**config.mk**
```make
export PLATFORM = sky130hd
export DESIGN_NAME = debounce_bank
export DESIGN_NICKNAME = d
export VERILOG_FILES = /design/src/rtl/debounce_bank.sv
export SDC_FILE = /design/constraint.sdc
export NUM_CORES = 1
export LEC_CHECK = 0
export CAP_MARGIN = 20
export CELL_PAD_IN_SITES_DETAIL_PLACEMENT = 1
export CELL_PAD_IN_SITES_GLOBAL_PLACEMENT = 2
export CORE_MARGIN = 2
export CORE_UTILIZATION = 35
export DETAILED_ROUTE_END_ITERATION = 7
export PLACE_DENSITY = 0.73
export REMOVE_ABC_BUFFERS = 1
export SLEW_MARGIN = 20
export SYNTH_ARGS = -nofsm -noshare
export SYNTH_HDL_FRONTEND = slang
export SYNTH_SLANG_ARGS = --single-unit
export TNS_END_PERCENT = 100
```
**constraint.sdc**
```tcl
create_clock -name Clock -period 1.9 [get_ports Clock]
set_clock_uncertainty 0.15 [all_clocks]
set_input_delay 0.57 -clock Clock [delete_from_list [all_inputs] [get_ports Clock]]
set_output_delay 0.57 -clock Clock [all_outputs]
set_load 0.05 [all_outputs]
```
**src/rtl/debounce_bank.sv**
```systemverilog
// ---------------------------------------------------------------------------
// debounce_bank
//
// Multi-channel push-button / switch debouncer with edge and long-press
// detection. Every channel is independent and owns:
//   - a 2-FF synchroniser (operating on the post-polarity value),
//   - a stability counter that qualifies a level change after WIN_CYC
//     consecutive disagreeing samples,
//   - a hold counter that flags a long press HOLD_CYC edges after the
//     debounced level went active.
//
// Parameters
//   CHANNELS     number of independent channels (>=1)
//   CLK_HZ       clock frequency in Hz
//   DEBOUNCE_MS  stability window, WIN_CYC  = (CLK_HZ/1000)*DEBOUNCE_MS (>=1)
//   HOLD_MS      long-press time,  HOLD_CYC = (CLK_HZ/1000)*HOLD_MS     (>=1)
//   ACTIVE_LOW   1: raw input is inverted before synchronising
//
// Ports
//   Clock      in   1         system clock, rising edge
//   Reset      in   1         synchronous, active-high reset
//   In         in   CHANNELS  raw asynchronous inputs
//   Out        out  CHANNELS  debounced level, 1 = active
//   Rise       out  CHANNELS  one-cycle strobe when Out goes 0->1
//   Fall       out  CHANNELS  one-cycle strobe when Out goes 1->0
//   Held       out  CHANNELS  1 while Out has been 1 for >= HOLD_CYC cycles
//   HeldPulse  out  CHANNELS  one-cycle strobe when Held goes 0->1
//
// All outputs come straight from flops.
// ---------------------------------------------------------------------------
module debounce_bank #(
  parameter int CHANNELS    = 4,
  parameter int CLK_HZ      = 50000000,
  parameter int DEBOUNCE_MS = 30,
  parameter int HOLD_MS     = 1000,
  parameter bit ACTIVE_LOW  = 1'b0
) (
  input  logic                Clock,
  input  logic                Reset,
  input  logic [CHANNELS-1:0] In,
  output logic [CHANNELS-1:0] Out,
  output logic [CHANNELS-1:0] Rise,
  output logic [CHANNELS-1:0] Fall,
  output logic [CHANNELS-1:0] Held,
  output logic [CHANNELS-1:0] HeldPulse
);

  localparam int WIN_CYC  = (CLK_HZ / 1000) * DEBOUNCE_MS;
  localparam int HOLD_CYC = (CLK_HZ / 1000) * HOLD_MS;
  localparam int CW       = (WIN_CYC  > 1) ? $clog2(WIN_CYC + 1)  : 1;
  localparam int HW       = (HOLD_CYC > 1) ? $clog2(HOLD_CYC + 1) : 1;

  // Terminal counts: reaching these on the current edge completes the window.
  localparam logic [CW-1:0] WIN_LAST  = CW'(WIN_CYC - 1);
  localparam logic [HW-1:0] HOLD_LAST = HW'(HOLD_CYC - 1);

  // Polarity is applied before synchronising so that reset (all zeros in the
  // synchroniser) always means "inactive", whatever the board wiring.
  logic [CHANNELS-1:0] in_pol;
  assign in_pol = In ^ {CHANNELS{ACTIVE_LOW}};

  for (genvar i = 0; i < CHANNELS; i++) begin : g_ch
    logic          sync1_q, sync1_d;
    logic          sync2_q, sync2_d;
    logic [CW-1:0] cnt_q,   cnt_d;
    logic          out_q,   out_d;
    logic          rise_q,  rise_d;
    logic          fall_q,  fall_d;
    logic [HW-1:0] hcnt_q,  hcnt_d;
    logic          held_q,  held_d;
    logic          hpulse_q, hpulse_d;
    logic          fall_commit;

    // Next-state logic: synchroniser, stability qualification, hold tracking.
    always_comb begin
      sync1_d     = in_pol[i];
      sync2_d     = sync1_q;
      cnt_d       = cnt_q;
      out_d       = out_q;
      rise_d      = 1'b0;
      fall_d      = 1'b0;
      hcnt_d      = hcnt_q;
      held_d      = held_q;
      hpulse_d    = 1'b0;
      fall_commit = 1'b0;

      // Any sample agreeing with the current level restarts the window, so
      // a bounce shorter than WIN_CYC never gets through.
      if (sync2_q == out_q) begin
        cnt_d = {CW{1'b0}};
      end else if (cnt_q == WIN_LAST) begin
        out_d       = sync2_q;
        cnt_d       = {CW{1'b0}};
        rise_d      = sync2_q;
        fall_d      = ~sync2_q;
        fall_commit = ~sync2_q;
      end else begin
        cnt_d = cnt_q + {{(CW-1){1'b0}}, 1'b1};
      end

      // The release takes priority: Held drops on the same edge as Out.
      // Once Held is set the counter stops, so HeldPulse fires once per press.
      if (fall_commit) begin
        held_d = 1'b0;
        hcnt_d = {HW{1'b0}};
      end else if (out_q && !held_q) begin
        if (hcnt_q == HOLD_LAST) begin
          held_d   = 1'b1;
          hpulse_d = 1'b1;
        end else begin
          hcnt_d = hcnt_q + {{(HW-1){1'b0}}, 1'b1};
        end
      end else begin
        hcnt_d = hcnt_q;
      end
    end

    // Channel state registers with synchronous reset; reset clears without strobes.
    always_ff @(posedge Clock) begin
      if (Reset) begin
        sync1_q  <= 1'b0;
        sync2_q  <= 1'b0;
        cnt_q    <= {CW{1'b0}};
        out_q    <= 1'b0;
        rise_q   <= 1'b0;
        fall_q   <= 1'b0;
        hcnt_q   <= {HW{1'b0}};
        held_q   <= 1'b0;
        hpulse_q <= 1'b0;
      end else begin
        sync1_q  <= sync1_d;
        sync2_q  <= sync2_d;
        cnt_q    <= cnt_d;
        out_q    <= out_d;
        rise_q   <= rise_d;
        fall_q   <= fall_d;
        hcnt_q   <= hcnt_d;
        held_q   <= held_d;
        hpulse_q <= hpulse_d;
      end
    end

    assign Out[i]       = out_q;
    assign Rise[i]      = rise_q;
    assign Fall[i]      = fall_q;
    assign Held[i]      = held_q;
    assign HeldPulse[i] = hpulse_q;
  end

endmodule

```
== After elaboration in Yosys (flattened, before gate mapping) ==
Cells that the tools add are included.
Word-level totals
  memories: 0
  memory bits (writable): 0
  ROM bits: 0
  input port bits: 6
  register bits after elaboration: 216
  latch bits: 0
Operators by class
  reduce and logical (&&, ||, !) cells: 36
  $mul: 0
  shifts and indexed selects: 0
  divide/modulo/power cells: 0
  bitwise operators: 20
  equal/unequal tests: 12
  mux-type cells: 12
  order comparisons: 0
  add/subtract/negate cells: 8
Operators with widths (count)
  $add A26 B1 Y26 const B: 4
  $eq A26 B26 Y1 const B: 4
  $add A21 B1 Y21 const B: 4
  $eq A21 B21 Y1 const B: 4
  $reduce_or A3 Y1: 12
  $reduce_and A2 Y1: 12
  $not A1 Y1: 20
  $mux W1: 12
  $reduce_or A2 Y1: 4
  $eq A1 B1 Y1: 4
  $logic_and A1 B1 Y1: 4
  $logic_not A1 Y1: 4

== Depth between registers and ports, before layout ==
  depth in word-level cells: 4
  mapped depth: 8

== Worst setup path before layout ==
No wires, ideal clock.
  path type: register to register
  from: reg g_ch[0].hcnt_q[9]
  to: reg g_ch[0].hcnt_q[1]
  library setup time: 117 ps
  clock period less this slack: 2074 ps
  path buffers: 1
  slack: -174 ps
  arrival time: 1807 ps
  cell stages (with the launch flop): 7
  cell sequence: dfxtp_1 > or4b_1 > or4_1 > buf_6 > o21bai_4 > mux2i_1 > nor2_1
On the way
  longest elaborated chain between the ends: 3
RTL lines
  start: declaration: RTL line 69  | logic [HW-1:0] hcnt_q, hcnt_d;
  start signal: assignment: RTL line 127  | hcnt_q <= {HW{1'b0}};
  start signal: assignment: RTL line 137  | hcnt_q <= hcnt_d;
  $eq A26 B26 Y1: RTL line 107  | if (hcnt_q == HOLD_LAST) begin
  $not A1 Y1 (no line)
  $reduce_and A2 Y1 (no line)
No other way between the ends.
A chain may end at the register's enable or synchronous reset.

== Worst setup path in the final report ==
Same ends and word-level chain as after synthesis.

==> run metrics <==
initial DRC count=around 270; Max-Cap Viols=0; Top FF cell, synth=dfxtp_1; global-route wire length before repair=between 40000 and 50000 um; Hold-fix buffers, CTS=0; reg2reg start=g_ch[0].hcnt_q[9]; fin crit period=between 2 and 2.5 ns; Core Region=around 28000 um^2; final slew viol count=0; DRC viols=0; critical path endpoint category=register; CTS Sinks=about 220; Worst-Margin Slew=around 0.48 ns; endpoints failing setup=53; WP data arrival=approximately 2.4 ns; Syn Inst Count=~1100; Hold Path Stages=1; min-delay src=g_ch[1].sync1_q; DP Wirelength=17600 um; area share of the largest cell type after synthesis=between 40 and 50%; number of synthesized flops with an enable pin=0; Die Wd=172 um; fmax=around 0.46 GHz; reg2reg setup slack=-0.27 ns; largest net degree at the start of global routing=21; Fill cells=roughly 3100; count of different cell masters after synthesis=53; Hold Path End=g_ch[1].sync2_q; Crit Path Max Fanout=7; Initial Util=between 30 and 40%; post-layout util=about 50%; Worst slew margin=between 60 and 70%; Reg clk slew, reported paths=roughly 0.06 ns; Clock Latency Late Sink=between 0.5 and 0.6 ns; buffer depth of the longest clock path=3; critical path class=register to register; Port Buf Inserts=25; # IOs=26; met2 usage=around a third; post-DR vias/cell=4.99; RSZ-0062 raised after global routing=yes; cell accounting for the most synthesized area=dfxtp_1; synth top area cells=dfxtp_1 (44%), nor2_1 (7.8%), xor2_1 (7.6%), xnor2_1 (6.2%), nand3_1 (4.1%); CP Launch Type=register; share of synthesized registers carrying an async set or reset=0%; fin area=approximately 14000 um^2; DR pass1 iterations=4; P_leak=just over 0.005 uW; grt met1 use=between 20% and 30%; H-Tree Depth=1; R2R cell count=6; synthesis-stage register bit count=between 200 and 250; GPL Wtd Cong=between 0.7 and 0.8; Final nets=1377; Final Hold Vio Count=0; final setup margin=-0.265 ns; total gr overflow=0; synthesized area=just under 10000 um^2; YS warnings=0; met3 GRT Util=2.51%; antenna violations before repair=0; pwr/cell area=between 600 and 700 nW/um^2; Hold Path Class=register to register; share of cells above drive strength 1=31.0%; Tcrit/Tclk final=114%; syn_area_per_cell=slightly below 9 um^2; Routed Antenna Nets=0; busiest grt layer=met2; Die ar.=29500 um^2; DR vias=8762; root buffer cell=clkbuf_16; layout overhead on the synthesized area=42.8%; failing checks=negative setup slack; number of global-route vias before repair=roughly 9000; Die Y=roughly 170 um; Placed Instance Area=about 12000 um^2; gr usage total=between 15 and 20%; DRT Wirelength=roughly 27000 um; CTS buffer count=27; FF-to-FF End=g_ch[0].hcnt_q[1]; Critical Path RT=between 2 and 2.5 ns; CTS tree=yes; Avg WL per Cell=15.4 um; antenna fix cells=0; status=finished, violations left; sequential area share after synthesis=a little over two fifths; VDD IR max=between 0.5 and 0.6 mV; # rows=61
==> cell usage in the layout, fill, tap and decap left out, types with 17 or more instances in the layout <==
master	instances
nand3_1	78
xor2_1	82
buf_12	33
dfxtp_1	188
a21oi_1	19
nor3_1	34
nand2_1	63
nor2_1	178
xnor2_1	69
dfxtp_2	27
inv_1	25
clkbuf_16	30
and3_1	27
buf_4	186
buf_6	17
nand4_1	42
==> cell families (layout without fill, tap and decap cells) <==
kind of cell               Yosys count  after routing  share of synthesized area (%)
adders and majority gates            8              8                           1.02
xor gates and xnor gates           155            155                           13.8
DFF                                216            216                           43.9
AOI/OAI and AO/OA                   71             72                           4.81
and+or+nand+nor                    600            600                           31.6
buffers and inverters               77            321                           4.11
muxes                                7              7                          0.712
==> final cells by class <==
| cell class | count | area, um^2 | share of cell area, % |
|---|---|---|---|
| Multi-Input combinational cell | 842 | 5730 | 40.8 |
| Sequential cell | 216 | 4360 | 31.0 |
| Timing Repair Buffer | 250 | 2530 | 18.0 |
| Clock buffer | 42 | 822 | 5.85 |
| Tap cell | 378 | 473 | 3.37 |
| Inverter | 26 | 97.6 | 0.694 |
| Clock inverter | 3 | 42.5 | 0.303 |
==> worst max-delay path, stage by stage (launching register included) <==
cell      delay (ns)
dfxtp_1         0.31
or4b_1          0.52
or4_4           0.49
buf_6           0.16
o21bai_4        0.14
mux2i_1         0.23
nor2_1          0.06
==> per-stage QoR <==
step	worst slack, ns	TNS [ns]	power (uW)	std cells	hold WS, ns
final	-0.265	-7.87	9770	1757	0.292
after global routing	-0.350	-11.52	10100	1757	0.309
after CTS	-0.226	-5.77	9900	1739	0.296
after detailed placement	-0.233	-28.46	4800	1674	0.285
after global placement	-0.213	-23.69	4800	1674	0.269
after floorplan	-0.567	-47.10	4700	1083	0.264
==> registers in the layout (all words and copies together), names as in the netlist <==
signal,flops
g_ch.out_q,4
g_ch.sync2_q,4
g_ch.fall_q,4
g_ch.rise_q,4
g_ch.hcnt_q,104
g_ch.held_q,4
g_ch.cnt_q,84
g_ch.hpulse_q,4
g_ch.sync1_q,4
==> cell usage after synthesis (all sizes together) (2+ instances only) <==
cell    count
mux2i       7
xnor2      70
or3        14
o21bai      3
and3       28
dfxtp     216
a21oi      27
nand4      42
nor4       25
nor3       46
or2         2
nand3b      2
ha          8
o21ai      21
buf        32
inv        25
or4b        3
nor4b      11
o31ai      10
or4        15
clkbuf     19
o211ai      3
and2        5
xor2       85
and3b       2
nand2b     10
nand2      67
nor4bb      3
nor2      207
nor2b      12
nand4b      9
and4b       2
nand3      80
and4       13
a31o        2
==> per-layer routing <==
layer,part of all wire [%],wire length (um)
met3,2.9,792
met5,0,0
met4,1.2,324
met1,47,12600
met2,49,13400
==> worst max-delay path by stage <==
stage                      startpoint            endpoint  slack [ns]
floorplan            g_ch[1].cnt_q[0]    g_ch[1].hpulse_q       -0.57
global placement                Reset    g_ch[0].hpulse_q       -0.21
detailed placement              Reset    g_ch[0].hpulse_q       -0.23
CTS                 g_ch[0].hcnt_q[9]  g_ch[0].hcnt_q[15]       -0.23
global route        g_ch[0].hcnt_q[9]   g_ch[0].hcnt_q[1]       -0.35
finish              g_ch[0].hcnt_q[9]   g_ch[0].hcnt_q[1]       -0.27
==> report_power, final <==
| part | switching, uW | internal (uW) | leakage (uW) | total [uW] |
|---|---|---|---|---|
| registers | 5.58 | 4540 | 0.00176 | 4550 |
| clock network | 1920 | 3060 | 0.000423 | 4980 |
| logic | 121 | 124 | 0.00292 | 246 |
| total | 2050 | 7730 | 0.00510 | 9770 |
==> timing repair <==
action	in CTS	in global routing
cloned	6	4
pin swaps	50	35
endpoints found under the setup margin	139	166
resized for setup	103	85
setup buffers	14	16
Note: power is estimated with default switching activity, not from simulation.
